<file path="config.mk">
export PLATFORM = sky130hd
export DESIGN_NAME = alu_multicycle
export DESIGN_NICKNAME = d
export VERILOG_FILES = /design/src/rtl/alu_pkg.sv /design/src/rtl/alu_iter_muldiv.sv /design/src/rtl/alu_multicycle.sv
export SDC_FILE = /design/constraint.sdc
export NUM_CORES = 1
export LEC_CHECK = 0
export ABC_AREA = 1
export CAP_MARGIN = 40
export CORE_MARGIN = 2
export CORE_UTILIZATION = 50
export DETAILED_ROUTE_END_ITERATION = 10
export PLACE_DENSITY = 0.7
export SLEW_MARGIN = 10
export SYNTH_ARGS = -nofsm -noshare
export SYNTH_HDL_FRONTEND = slang
export SYNTH_HIERARCHICAL = 1
export SYNTH_SLANG_ARGS = --single-unit
</file>
<file path="constraint.sdc">
create_clock -name clk_i -period 6.6 [get_ports clk_i]
set_input_delay 1.32 -clock clk_i [delete_from_list [all_inputs] [get_ports clk_i]]
set_output_delay 1.32 -clock clk_i [all_outputs]
set_load 0.03 [all_outputs]
</file>
<file path="src/rtl/alu_pkg.sv">
// Shared opcodes, FSM encoding and opcode classification for the multicycle ALU.
package alu_pkg;

   localparam logic [3:0] OP_AND  = 4'b0000;
   localparam logic [3:0] OP_OR   = 4'b0001;
   localparam logic [3:0] OP_ADD  = 4'b0010;
   localparam logic [3:0] OP_SUB  = 4'b0110;
   localparam logic [3:0] OP_SLT  = 4'b0111;
   localparam logic [3:0] OP_NOR  = 4'b1100;
   localparam logic [3:0] OP_MUL  = 4'b1000;
   localparam logic [3:0] OP_DIVU = 4'b1001;
   localparam logic [3:0] OP_REMU = 4'b1010;

   typedef enum logic [1:0] {
      ST_IDLE = 2'd0,
      ST_BUSY = 2'd1,
      ST_DONE = 2'd2
   } state_t;

   function automatic logic is_multicycle(input logic [3:0] op);
      return (op == OP_MUL) || (op == OP_DIVU) || (op == OP_REMU);
   endfunction

endpackage

</file>
<file path="src/rtl/alu_iter_muldiv.sv">
// Bit-serial shift-add multiplier and restoring divider, one bit per cycle.
// Operands load on start; done is high during the last iteration and result
// then carries the value that the final step produces. A zero divisor falls
// out naturally as quotient all ones and remainder equal to the dividend.
module alu_iter_muldiv
   import alu_pkg::*;
#(
   parameter int WIDTH = 32
) (
   input  logic             clk,
   input  logic             rst,
   input  logic             start,
   input  logic [3:0]       op,
   input  logic [WIDTH-1:0] a,
   input  logic [WIDTH-1:0] b,
   output logic             busy,
   output logic             done,
   output logic [WIDTH-1:0] result
);

   localparam int CW = $clog2(WIDTH);
   localparam logic [CW-1:0] CNT_LAST = CW'(WIDTH - 1);

   logic [3:0]       op_q;
   logic [CW-1:0]    cnt;
   logic [WIDTH-1:0] acc, mcand, mplier;
   logic [WIDTH:0]   rem;
   logic [WIDTH-1:0] quo, divisor;

   logic [WIDTH-1:0] acc_nxt, quo_nxt;
   logic [WIDTH:0]   rem_sh, rem_diff, rem_nxt;

   // One multiply step and one restoring-divide step, computed every cycle.
   always_comb begin
      acc_nxt  = acc + (mplier[0] ? mcand : '0);
      rem_sh   = {rem[WIDTH-1:0], quo[WIDTH-1]};
      rem_diff = rem_sh - {1'b0, divisor};
      quo_nxt  = {quo[WIDTH-2:0], ~rem_diff[WIDTH]};
      rem_nxt  = rem_diff[WIDTH] ? rem_sh : rem_diff;
   end

   assign done = busy && (cnt == CNT_LAST);

   // Select the finishing value for the latched operation.
   always_comb begin
      result = '0;
      case (op_q)
         OP_MUL:  result = acc_nxt;
         OP_DIVU: result = quo_nxt;
         OP_REMU: result = rem_nxt[WIDTH-1:0];
         default: result = '0;
      endcase
   end

   // Iteration state: load on start, advance one bit per busy cycle.
   always_ff @(posedge clk or posedge rst) begin
      if (rst) begin
         busy    <= 1'b0;
         cnt     <= '0;
         op_q    <= OP_AND;
         acc     <= '0;
         mcand   <= '0;
         mplier  <= '0;
         rem     <= '0;
         quo     <= '0;
         divisor <= '0;
      end else if (start) begin
         busy    <= 1'b1;
         cnt     <= '0;
         op_q    <= op;
         acc     <= '0;
         mcand   <= a;
         mplier  <= b;
         rem     <= '0;
         quo     <= a;
         divisor <= b;
      end else if (busy) begin
         acc    <= acc_nxt;
         mcand  <= {mcand[WIDTH-2:0], 1'b0};
         mplier <= {1'b0, mplier[WIDTH-1:1]};
         rem    <= rem_nxt;
         quo    <= quo_nxt;
         cnt    <= cnt + 1'b1;
         if (done) begin
            busy <= 1'b0;
            cnt  <= '0;
         end
      end
   end

endmodule

</file>
<file path="src/rtl/alu_multicycle.sv">
// Multicycle ALU with valid/ready handshakes. Single-cycle ops register their
// result on the accept edge; MUL/DIVU/REMU run through the bit-serial unit.
//
// state | meaning
// IDLE  | ready for a request
// BUSY  | bit-serial mul/div iterating
// DONE  | result held until consumer takes it
module alu_multicycle
   import alu_pkg::*;
#(
   parameter int WIDTH = 32
) (
   input  logic             clk_i,
   input  logic             rst_i,
   input  logic             valid_i,
   output logic             ready_o,
   input  logic [3:0]       ctrl_i,
   input  logic [WIDTH-1:0] src1_i,
   input  logic [WIDTH-1:0] src2_i,
   output logic             valid_o,
   input  logic             ready_i,
   output logic [WIDTH-1:0] result_o,
   output logic             zero_o,
   output logic             overflow_o
);

   state_t state, state_nxt;

   logic             accept, start_iter, load_single, load_iter;
   logic             iter_busy, iter_done;
   logic [WIDTH-1:0] iter_res;
   logic [WIDTH-1:0] sum, dif;
   logic [WIDTH-1:0] alu_res;
   logic             alu_ovf;

   assign ready_o = (state == ST_IDLE);
   assign valid_o = (state == ST_DONE);
   assign zero_o  = (result_o == '0);
   assign accept  = valid_i && ready_o;
   assign sum     = src1_i + src2_i;
   assign dif     = src1_i - src2_i;

   alu_iter_muldiv #(.WIDTH(WIDTH)) u_iter (
      .clk    (clk_i),
      .rst    (rst_i),
      .start  (start_iter),
      .op     (ctrl_i),
      .a      (src1_i),
      .b      (src2_i),
      .busy   (iter_busy),
      .done   (iter_done),
      .result (iter_res)
   );

   // Single-cycle datapath; unknown opcodes yield zero.
   always_comb begin
      alu_res = '0;
      alu_ovf = 1'b0;
      case (ctrl_i)
         OP_AND: alu_res = src1_i & src2_i;
         OP_OR:  alu_res = src1_i | src2_i;
         OP_NOR: alu_res = ~(src1_i | src2_i);
         OP_ADD: begin
            alu_res = sum;
            alu_ovf = (src1_i[WIDTH-1] == src2_i[WIDTH-1]) && (sum[WIDTH-1] != src1_i[WIDTH-1]);
         end
         OP_SUB: begin
            alu_res = dif;
            alu_ovf = (src1_i[WIDTH-1] != src2_i[WIDTH-1]) && (dif[WIDTH-1] != src1_i[WIDTH-1]);
         end
         OP_SLT: alu_res = {{(WIDTH-1){1'b0}}, ($signed(src1_i) < $signed(src2_i))};
         default: alu_res = '0;
      endcase
   end

   // Next-state and load strobes.
   always_comb begin
      state_nxt   = state;
      start_iter  = 1'b0;
      load_single = 1'b0;
      load_iter   = 1'b0;
      case (state)
         ST_IDLE: begin
            if (accept) begin
               if (is_multicycle(ctrl_i)) begin
                  start_iter = 1'b1;
                  state_nxt  = ST_BUSY;
               end else begin
                  load_single = 1'b1;
                  state_nxt   = ST_DONE;
               end
            end
         end
         ST_BUSY: begin
            if (iter_done) begin
               load_iter = 1'b1;
               state_nxt = ST_DONE;
            end
         end
         ST_DONE: begin
            if (ready_i) state_nxt = ST_IDLE;
         end
         default: state_nxt = ST_IDLE;
      endcase
   end

   // State register.
   always_ff @(posedge clk_i or posedge rst_i) begin
      if (rst_i) state <= ST_IDLE;
      else       state <= state_nxt;
   end

   // Result registers, held while DONE waits for the consumer.
   always_ff @(posedge clk_i or posedge rst_i) begin
      if (rst_i) begin
         result_o   <= '0;
         overflow_o <= 1'b0;
      end else if (load_single) begin
         result_o   <= alu_res;
         overflow_o <= alu_ovf;
      end else if (load_iter) begin
         result_o   <= iter_res;
         overflow_o <= 1'b0;
      end
   end

endmodule

</file>
# --- Word level (Yosys, flattened, before mapping) ---
# Index checks and enable logic that the tools add are counted.
classes:
  add_sub_neg: 5
  multipliers: 0
  div: 0
  order_cmp: 1
  n_eq_ne: 21
  shift: 0
  muxes: 38
  n_bitwise: 4
  reduce_logical: 12
ops:
  columns: ["op", "n"]
  rows:
  - ["$mux W32", 14]
  - ["$pmux W32 S6", 1]
  - ["$pmux W32 S3", 1]
  - ["$add A32 B32 Y32", 2]
  - ["$sub A33 B32 Y33", 1]
  - ["$and A32 B32 Y32", 1]
  - ["$logic_not A32 Y1", 1]
  - ["$lt A32 B32 Y1", 1]
  - ["$not A32 Y32", 1]
  - ["$or A32 B32 Y32", 1]
  - ["$sub A32 B32 Y32", 1]
  - ["$eq A4 B4 Y1 const B", 7]
  - ["$mux W5", 3]
  - ["$mux W1", 13]
  - ["$eq A4 B3 Y1 const B", 2]
  - ["$mux W2", 4]
  - ["$pmux W2 S3", 1]
  - ["$add A5 B1 Y5 const B", 1]
  - ["$eq A5 B5 Y1 const B", 1]
  - ["$eq A4 B1 Y1 const B", 1]
  - ["$eq A4 B2 Y1 const B", 1]
  - ["$logic_and A1 B1 Y1", 4]
  - ["$logic_not A4 Y1", 1]
  - ["$ne A2 B1 Y1 const B", 2]
  - ["11 further kinds", 15]
totals:
  regBits: 237
  latchBits: 0
  ram_bits: 0
  mem_bits_ro: 0
  wordCells: 93
  memories: 0

# --- Logic depth before layout (Yosys ltp) ---
# Gate-level depths: netlist of the first run.
logic_depth:
  ltp_word: 7
  ltp_mapped: 20
  depth_no_buf: 19

# --- Cells and area by module ---
# The synthesis of the first run kept the hierarchy.
by_module_without_submodules:
  columns: ["mod", "n_inst", "cells_each", "area_each_um2", "seq_area_each_um2"]
  rows:
  - ["alu_iter_muldiv", 1, 1993, 13759.4, 5054.8]
  - ["alu_multicycle", 1, 1528, 8501.9, 875.8]

# --- Worst setup path before layout of the first run ---
# OpenSTA, ideal clock, no wires.
synth_timing:
  path_kind: "input port to flip-flop"
  startpoint: "input port src1_i[0]"
  endpoint: "register result_o[30]"
  arrival_ns: 2.795
  required_ns: 6.478
  setup_slack_ns: 3.683
  path_stages: 16
  path_buffers: 0
  path_cell_list: "inv_1 ha_1 inv_1 fa_1 nand2_1 nand2_1 nand3_2 nand2_1 nand2_1 nand3_2 nand2_1 nand3_1 nand3_1 nand3_1 nand2_1 a21oi_2"
synth_via:
  elab_chain_cells: 3
synth_lines:
  columns: ["element", "line_no", "rtl"]
  rows:
  - ["from (decl)", "alu_multicycle.sv:18", "input logic [WIDTH-1:0] src1_i,"]
  - ["$sub A32 B32 Y32 or $add A32 B32 Y32 (tied branches)", "alu_multicycle.sv:41, alu_multicycle.sv:40", null]
  - ["$pmux W32 S6 (*)", "alu_multicycle.sv:59", "case (ctrl_i)"]
  - ["$mux W32 (*)", "alu_multicycle.sv:118", "end else if (load_single) begin"]
  - ["to (signal assigned)", "alu_multicycle.sv:119", "result_o <= alu_res;"]
  - ["to (signal assigned)", "alu_multicycle.sv:122", "result_o <= iter_res;"]
  - ["to (decl)", "alu_multicycle.sv:22", "output logic [WIDTH-1:0] result_o,"]
# Every way passes the cells marked *; elsewhere a longest branch is shown, timed or not.
# A chain may end at the register's enable or synchronous reset.

# --- Worst setup path in the final report of the first run ---
layout_timing:
  startpoint: "register result_o[13]"
  endpoint: "output port zero_o"
layout_via:
  elab_chain_cells: 1
layout_lines:
  columns: ["element", "line_no", "rtl"]
  rows:
  - ["$logic_not A32 Y1", "alu_multicycle.sv:38", "assign zero_o = (result_o == '0);"]
  - ["to (decl)", "alu_multicycle.sv:23", "output logic zero_o,"]
# Every way passes these cells.

==> impl_metrics.ini, run 1 <==
[logic_synthesis]
synth_fp_nets = 3764
postSynth.asyncResetShare_pct = 100.0
synth-main-ff-cell = dfrtp_1
seq_area_frac_synth_pct = 26.64
yosysWarnings = 6
syn_area_mm2 = 0.02226
synth_cells = 3521
synth_edf_count = 0
netlist-cell-type-count = 52
avgSynthCellArea_um2 = 6.322
ys_ff_latch = 237

[cells_and_area]
nNetsFinal = 3810
final_cell_mix = nand2_1 (1108), inv_1 (687), nand3_1 (279)
diodes = 0
synthToLayoutAreaGrowth_pct = 10.50
drive_above_1_share_pct = 4.883
final_common_cell = nand2_1

[worst_setup_path]
path_buf_inv = 1
cp-start-kind = flop
rr_endpoint = result_o[28]$_DFFE_PP0P_
path_cells = nor4_1 -> nand4_1 -> nor2_1 -> clkdlybuf4s50_1
crit_start = result_o[13]$_DFFE_PP0P_
r2r_slack_ps = 3290
end_kind = output pin
reg2reg_from = u_iter/quo[31]$_DFFE_PP0P_
worstSetupPathType = flop to output pin
crit_family = simple AND/OR/NAND/NOR gates
cp_max_fo = 3
arrival_ps = 2760
reg2regPathDepth = 19
crit_slowest_cell = clkdlybuf4s50_1
slowest_delay_ps = 700
required_ps = 5280

[timing]
fmax_mhz = 245.1
tns_ps = 0
report.final.slew_viol_count = 0
fin_skew_ps = 10.46
post-route-period-util_pct = 61.83
relSlewSlack_pct = 37.88
hold_viol_final = 0
hold-worst-slack_ps = 482.6
tightest_slew_ps = 929.6
setup-violations-final = 0
period_needed_ps = 4081
rsz0062_at_grt = no

[clock_network]
clk_pin_slew_ps = 60
cts_buffers = 25
cts_hold_buf = 0
cts_max_level = 1
cts_tree = done
cts_resized = 0
cts_sinks = 237
cts_setup_buffers = 0
cts-root-buf = clkbuf_16
clk_latency_ps = 550
clockBufferDepth = 3

[power]
leakage_nw = 13.47
total_power_mw = 10.76
power_density_mw_per_mm2 = 437.5
max-vdd-ir-drop_mv = 0.2947

[worst_hold_path]
min-delay-path-class = flop to flop
holdPathStages = 2
hp-start = u_iter/op_q[2]$_DFFE_PP0P_
whs_endpoint = u_iter/op_q[2]$_DFFE_PP0P_

[floorplan]
die_h_um = 215.0
initial_utilization_pct = 50.45
rows = 77
io_pins = 108
floorplan.die_area_mm2 = 0.04623
core_mm2 = 0.04412
die_w_um = 215.0

[grt]
grt_pass1_vias = 21480
gr-total-overflow = 0
track_usage_pct = 32.59
grt_pass1_wl_um = 119000
grt_max_degree = 122
antenna_found_initial = 0

[routing]
drc = 0
drtIter0Drc = 2380
via_per_inst = 5.484
drt-total-wl_um = 76020
wl_per_cell_um = 18.20
antenna_left = 0
drtPass1Iterations = 6
vias = 22900

[status]
outcome = finished clean

[run]
maxCapViolCount = 0

[place]
finalWeightedCongestion = 1.028
dp_hpwl_um = 60520
numPortBuffers = 107
## cell usage after synthesis, types with 14 or more instances
cell type	instances	area, µm²
nand2_2	41	256.5
o21bai_1	17	127.6
o22ai_1	22	137.6
nand4_1	26	162.7
buf_6	15	168.9
nor3_1	15	75.07
inv_2	14	52.55
nand2_1	1108	4159
nand3b_1	15	112.6
o221ai_1	93	814.5
dfrtp_1	237	5931
xnor2_1	16	140.1
xor2_1	16	140.1
a21oi_1	173	865.8
ha_1	167	2090
nor2_1	238	893.4
inv_1	688	2582
nand3_1	280	1401
clkbuf_1	59	221.5
o21ai_0	128	640.6
a221oi_1	20	175.2
## stage by stage
| stage | cells | area (µm²) | setup slack, ps | util, % |
|---|---|---|---|---|
| 2_1_floorplan | 3521 | 22270 | 2664 | - |
| 3_3_place_gp | 4125 | 23590 | 2165 | 53.46 |
| 3_5_place_dp | 4132 | 23770 | 2193 | 53.86 |
| 4_1_cts | 4176 | 24600 | 2566 | 55.75 |
| 5_1_grt | 4176 | 24600 | 2526 | 55.75 |
| 6_report | 4176 | 24600 | 2519 | 55.75 |
## cell families (layout without fill, tap and decap cells)
kind of cell	after synthesis	in the layout	synth area share (%)
AOI/OAI and AO/OA	485	485	13.60
xor gates and xnor gates	32	32	1.259
adders and majority gates	171	171	9.746
buffers and inverters	815	878	14.84
DFF	237	237	26.64
and+or+nand+nor	1781	1781	33.91
## cell type report
cell class | count | area, µm²
clock buffer | 33 | 705.7
clock inverter | 11 | 127.6
fill | 4545 | 19530
inverter | 704 | 2649
multi-input combinational | 2469 | 13070
sequential | 237 | 5931
tap | 592 | 740.7
timing repair buffer | 130 | 1381
## power by group
part | switching, mW | internal, mW
Combinational | 4.44 | 2.24
Sequential | 0.474 | 2.15
Clock | 0.618 | 0.834
## per-layer routing
layer | share of wire [%] | vias up | track usage [%] | wire length [µm]
li1 | - | 11210 | - | -
met1 | 44 | 10680 | 45.92 | 33390
met2 | 45 | 869 | 53.25 | 34300
met3 | 7.3 | 146 | 2.463 | 5576
met4 | 3.6 | 0 | 10.51 | 2757
met5 | 0 | - | 0 | 0
## worst max path at each step
| stage | to | slack (ps) | cells after the start |
|---|---|---|---|
| final | zero_o | 2520 | 4 |
| after global routing | zero_o | 2530 | 4 |
| after CTS | zero_o | 2570 | 4 |
| after detailed placement | u_iter/cnt[2]$_DFFE_PP0P_ | 2190 | 10 |
| after global placement | result_o[2]$_DFFE_PP0P_ | 2160 | 9 |
| after floorplan | u_iter/acc[0]$_DFFE_PP0P_ | 2660 | 1 |
## sequential cells by signal (all words and copies together), names as in the netlist, 5 cells and up
signal / count
result_o: 32
u_iter/mplier: 32
u_iter/cnt: 5
u_iter/acc: 32
u_iter/quo: 32
u_iter/rem: 32
u_iter/mcand: 32
u_iter/divisor: 32
## worst reg2reg max path, stage by stage, from the launching register on
cell     delay [ps]
dfrtp_1         330
inv_1           150
ha_1            290
fa_1            400
inv_1            70
nand2_1          50
nand2_1         100
nand3_1         100
nand2_2         140
nand2_1          90
nand2_2         110
nand2_2          90
nand2_2          80
nand2_2          90
nand2_4         340
nand2_1         180
nand3_1         120
nand3_1         160
a21oi_1         200
a21oi_1         100
Power figures use the tool's default switching activity.
==> run 2: changes to the inputs <==
--- a/config.mk
+++ b/config.mk
@@ -10,7 +10,7 @@
 export CORE_MARGIN = 2
 export CORE_UTILIZATION = 50
 export DETAILED_ROUTE_END_ITERATION = 10
-export PLACE_DENSITY = 0.7
+export PLACE_DENSITY = 0.67
 export SLEW_MARGIN = 10
 export SYNTH_ARGS = -nofsm -noshare
 export SYNTH_HDL_FRONTEND = slang
==> constraint.sdc (replaced) <==
create_clock -name clk_i -period 4.1 [get_ports clk_i]
set_input_delay 0.82 -clock clk_i [delete_from_list [all_inputs] [get_ports clk_i]]
set_output_delay 0.82 -clock clk_i [all_outputs]
set_load 0.03 [all_outputs]
==> run 2 against run 1 <==
  * Critical path depth did not move
  * Cell count rose by 0.48%
  * Critical endpoint unchanged
  * Global-route usage rose by 3.3 points
  * First-iteration DRC count fell by 11%
==> impl_metrics.ini, run 2 (synthesis results as in run 1) <==
[clock_network]
clockBufferDepth = 3
cts_resized = 0
cts_tree = done
cts_buffers = 26
cts-root-buf = clkbuf_16
clk_pin_slew_ps = 60
cts_sinks = 237
clk_latency_ps = 570
cts_hold_buf = 0
cts_max_level = 1
cts_setup_buffers = 0

[worst_setup_path]
path_buf_inv = 1
r2r_slack_ps = 730
crit_slowest_cell = clkdlybuf4s50_1
path_cells = nor4_1 -> nand4_1 -> nor2_1 -> clkdlybuf4s50_1
crit_family = simple AND/OR/NAND/NOR gates
arrival_ps = 2810
cp-start-kind = flop
crit_start = result_o[0]$_DFFE_PP0P_
end_kind = output pin
worstSetupPathType = flop to output pin
reg2reg_from = u_iter/quo[31]$_DFFE_PP0P_
slowest_delay_ps = 690
required_ps = 3280
cp_max_fo = 3

[timing]
report.final.slew_viol_count = 0
setup_ws_ps = 465.2
fmax_mhz = 275.1
rsz0062_at_grt = no
post-route-period-util_pct = 88.65
period_needed_ps = 3635
fin_skew_ps = 22.55
tns_ps = 0
relSlewSlack_pct = 41.23
tightest_slew_ps = 881.6
hold_viol_final = 0
hold-worst-slack_ps = 488.7
setup-violations-final = 0

[grt]
grt_pass1_vias = 22650
grt_max_degree = 104
grt_pass1_wl_um = 128800
gr-total-overflow = 0
busiest_layer = met2
grtUsageMet2_pct = 60.95
grt_use_met3_pct = 4.501
track_usage_pct = 35.89
antenna_found_initial = 3
met1_usage_pct = 46.26

[floorplan]
rows = 77
initial_utilization_pct = 50.45
floorplan.die_area_mm2 = 0.04623
io_pins = 108
die_w_um = 215.0
core_mm2 = 0.04412
die_h_um = 215.0

[run]
maxCapViolCount = 0

[power]
power_density_mw_per_mm2 = 715.0
max-vdd-ir-drop_mv = 0.5043
leakage_nw = 13.56
total_power_mw = 17.69

[cells_and_area]
final_common_cell = nand2_1
final_cell_mix = nand2_1 (1108), inv_1 (687), nand3_1 (280)
postLayoutCellArea_mm2 = 0.02474
final_util_pct = 56.07
synthToLayoutAreaGrowth_pct = 11.14
stdcell_count = 4196
drive_above_1_share_pct = 5.276
nNetsFinal = 3825

[place]
post-place-ws_ps = 202.3
dpl_cell_area_mm2 = 0.02382
placed_cells = 4146
finalWeightedCongestion = 1.075
numPortBuffers = 107
dp_hpwl_um = 67610

[routing]
antenna_left = 0
vias = 23410
drc = 0
via_per_inst = 5.579
drt-total-wl_um = 84260
drtPass1Iterations = 6
drtIter0Drc = 2122
wl_per_cell_um = 20.08

[status]
outcome = finished clean

[worst_hold_path]
hp-start = u_iter/acc[16]$_DFFE_PP0P_
min-delay-path-class = flop to flop
run 2: cell count changes in the layout (fill, tap and decap cells not counted), sizes merged:
cell,delta
buf,+14
diode,+3
clkinv,-3
clkbuf,+1
bufinv,+2
inv,+2
clkinvlp,+1
run 2: power by group:
part,internal (mW),switching [mW]
registers,3.46,0.721
logic,3.61,7.36
clock network,1.50,1.03
total,8.58,9.11
run 2: worst min-delay path: cells and delay by family, from the launching register on:
kind             cells  cell delay, ps
flip-flops           1             350
AND/OR/NAND/NOR      2             110
run 2: final timing paths:
kind / end / cells past startpoint
min in group asynchronous: u_iter/acc[17]$_DFFE_PP0P_ / 2
worst min register to register: u_iter/acc[16]$_DFFE_PP0P_ / 2
worst max register to register: result_o[30]$_DFFE_PP0P_ / 19
max in group asynchronous: u_iter/mplier[22]$_DFFE_PP0P_ / 4
worst min-delay path: u_iter/acc[16]$_DFFE_PP0P_ / 2
worst max-delay path: zero_o / 4
run 2: cell type report:
type / instances / area (µm²)
clock inverter: 13 / 196.4
inverter: 704 / 2648
clock buffer: 34 / 720.7
tap: 592 / 740.7
antenna: 3 / 7.507
multi-input combinational: 2469 / 13050
timing repair buffer: 144 / 1444
fill: 4517 / 19380
sequential: 237 / 5931
run 2: per-layer routing:
metal,wire length (µm),up-vias
met5,0,-
met4,3660,0
met3,6021,169
met2,39790,984
met1,34800,11010
li1,-,11250
==> run 3: changes to the inputs <==
--- a/config.mk
+++ b/config.mk
@@ -10,7 +10,8 @@
 export CORE_MARGIN = 2
 export CORE_UTILIZATION = 50
 export DETAILED_ROUTE_END_ITERATION = 10
-export PLACE_DENSITY = 0.67
+export DONT_BUFFER_PORTS = 1
+export PLACE_DENSITY = 0.64
 export SLEW_MARGIN = 10
 export SYNTH_ARGS = -nofsm -noshare
 export SYNTH_HDL_FRONTEND = slang
==> run 3 against run 2 <==
  * Clock skew is 10 ps lower
  * Maximum frequency grew 3.0%
  * Hold slack got worse by 300 ps
  * Via count is 1.3% lower
  * Setup slack improved by 100 ps
  * Critical endpoint unchanged
  * Largest power group unchanged
  * Highest routed layer is now met5
==> impl_metrics.ini, run 3 (synthesis results as in run 1) <==
[status]
outcome = finished clean

[clock_network]
cts_hold_buf = 0
cts-root-buf = clkbuf_16
clockBufferDepth = 3
clk_pin_slew_ps = 60
cts_tree = done
cts_buffers = 26
cts_sinks = 237
cts_setup_buffers = 0
clk_latency_ps = 550
cts_max_level = 1
cts_resized = 0

[power]
max-vdd-ir-drop_mv = 0.4450
power_density_mw_per_mm2 = 729.2
leakage_nw = 13.06

[routing]
wl_per_cell_um = 21.22
antenna_left = 0
drtPass1Iterations = 6
drt-total-wl_um = 86530
via_per_inst = 5.668
vias = 23110
drc = 0
drtIter0Drc = 2375

[worst_setup_path]
r2r_slack_ps = 870
worstSetupPathType = flop to output pin
arrival_ps = 2710
end_kind = output pin
required_ps = 3280
cp-start-kind = flop
cp_max_fo = 3

[timing]
report.final.slew_viol_count = 0
relSlewSlack_pct = 41.75
fin_skew_ps = 12.27
rsz0062_at_grt = no
post-route-period-util_pct = 86.10
tightest_slew_ps = 872.9
setup-violations-final = 0
tns_ps = 0
period_needed_ps = 3530
fmax_mhz = 283.3
hold_viol_final = 0

[run]
maxCapViolCount = 0

[floorplan]
rows = 77
die_w_um = 215.0
initial_utilization_pct = 50.45
floorplan.die_area_mm2 = 0.04623
core_mm2 = 0.04412
die_h_um = 215.0
io_pins = 108

[place]
finalWeightedCongestion = 1.056
numPortBuffers = 0
dp_hpwl_um = 69540

[cells_and_area]
seq_area_mm2 = 0.005931
final_common_cell = nand2_1
final_util_pct = 53.29
fillers = 4706
multi_input_area_mm2 = 0.01305
final_cell_mix = nand2_1 (1108), inv_1 (686), nand3_1 (280)
diodes = 0
drive_above_1_share_pct = 5.251
nNetsFinal = 3709
synthToLayoutAreaGrowth_pct = 5.632

[grt]
antenna_found_initial = 1
track_usage_pct = 36.89
grt_pass1_wl_um = 131300
grt_max_degree = 104
gr-total-overflow = 0
grt_pass1_vias = 22430

[worst_hold_path]
min-delay-path-class = input pin to async pin
[run 3: changes by cell type in the layout (fill, tap and decap cells not counted), moves of 3 or more]
| cell | previous run | this run |
|---|---|---|
| diode_2 | 3 | 0 |
| clkinv_2 | 4 | 8 |
| bufinv_16 | 4 | 1 |
| clkdlybuf4s50_1 | 107 | 0 |
| buf_4 | 30 | 22 |
[run 3: final cells by class]
class | count | area share [%]
Clock inverter | 14 | 0.5002
Timing Repair Buffer | 28 | 1.213
Multi-Input combinational cell | 2469 | 55.51
Tap cell | 592 | 3.150
Clock buffer | 33 | 3.139
Inverter | 704 | 11.26
Sequential cell | 237 | 25.22
[run 3: critical path, stage by stage, from the launching register on]
cell     delay (ps)
dfrtp_1         630
nor4_1          540
nand4_1         430
nor2_1          570
[run 3: metrics by stage]
step | setup slack, ps | hold WS (ps) | instance area [µm²] | total power, mW | instances
after global routing | 538.6 | 195.6 | 23520 | 18.57 | 4077
after floorplan | 663.7 | 442.6 | 22270 | 11.96 | 3521
final | 570.1 | 192.7 | 23520 | 17.15 | 4077
after detailed placement | 886.3 | 473.3 | 22660 | 14.59 | 4030
after CTS | 524.0 | 180.9 | 23520 | 17.01 | 4077
after global placement | 859.2 | 464.9 | 22660 | 14.40 | 4030
[run 3: final timing paths]
check                                              from                           end  depth (start not counted)
max                             result_o[0]$_DFFE_PP0P_                        zero_o                          3
min                                               rst_i  u_iter/mcand[16]$_DFFE_PP0P_                          1
max reg2reg                u_iter/mplier[0]$_DFFE_PP0P_      result_o[14]$_DFFE_PP0P_                         17
min reg2reg                  u_iter/acc[28]$_DFFE_PP0P_    u_iter/acc[28]$_DFFE_PP0P_                          2
max in group asynchronous                         rst_i    u_iter/quo[10]$_DFFE_PP0P_                          2
min in group clk_i                              ready_i          state[1]$_DFFE_PP0P_                          1
[run 3: where the power goes]
part | internal (mW) | total (mW) | leakage [nW] | switching [mW]
clock | 1.35 | 2.36 | 0.420 | 1.02
sequential | 3.46 | 4.57 | 2.92 | 1.12
combinational | 3.26 | 10.2 | 9.71 | 6.95
[run 3: per-layer routing]
metal | vias up | GRT usage (%) | routed length, µm | share of wire [%]
li1 | 11000 | - | - | -
met2 | 970 | 60.81 | 39200 | 45
met3 | 203 | 5.662 | 6962 | 8.0
met5 | - | 0 | 13 | 0.015
met4 | 2 | 17.24 | 4677 | 5.4
met1 | 10930 | 47.62 | 35680 | 41
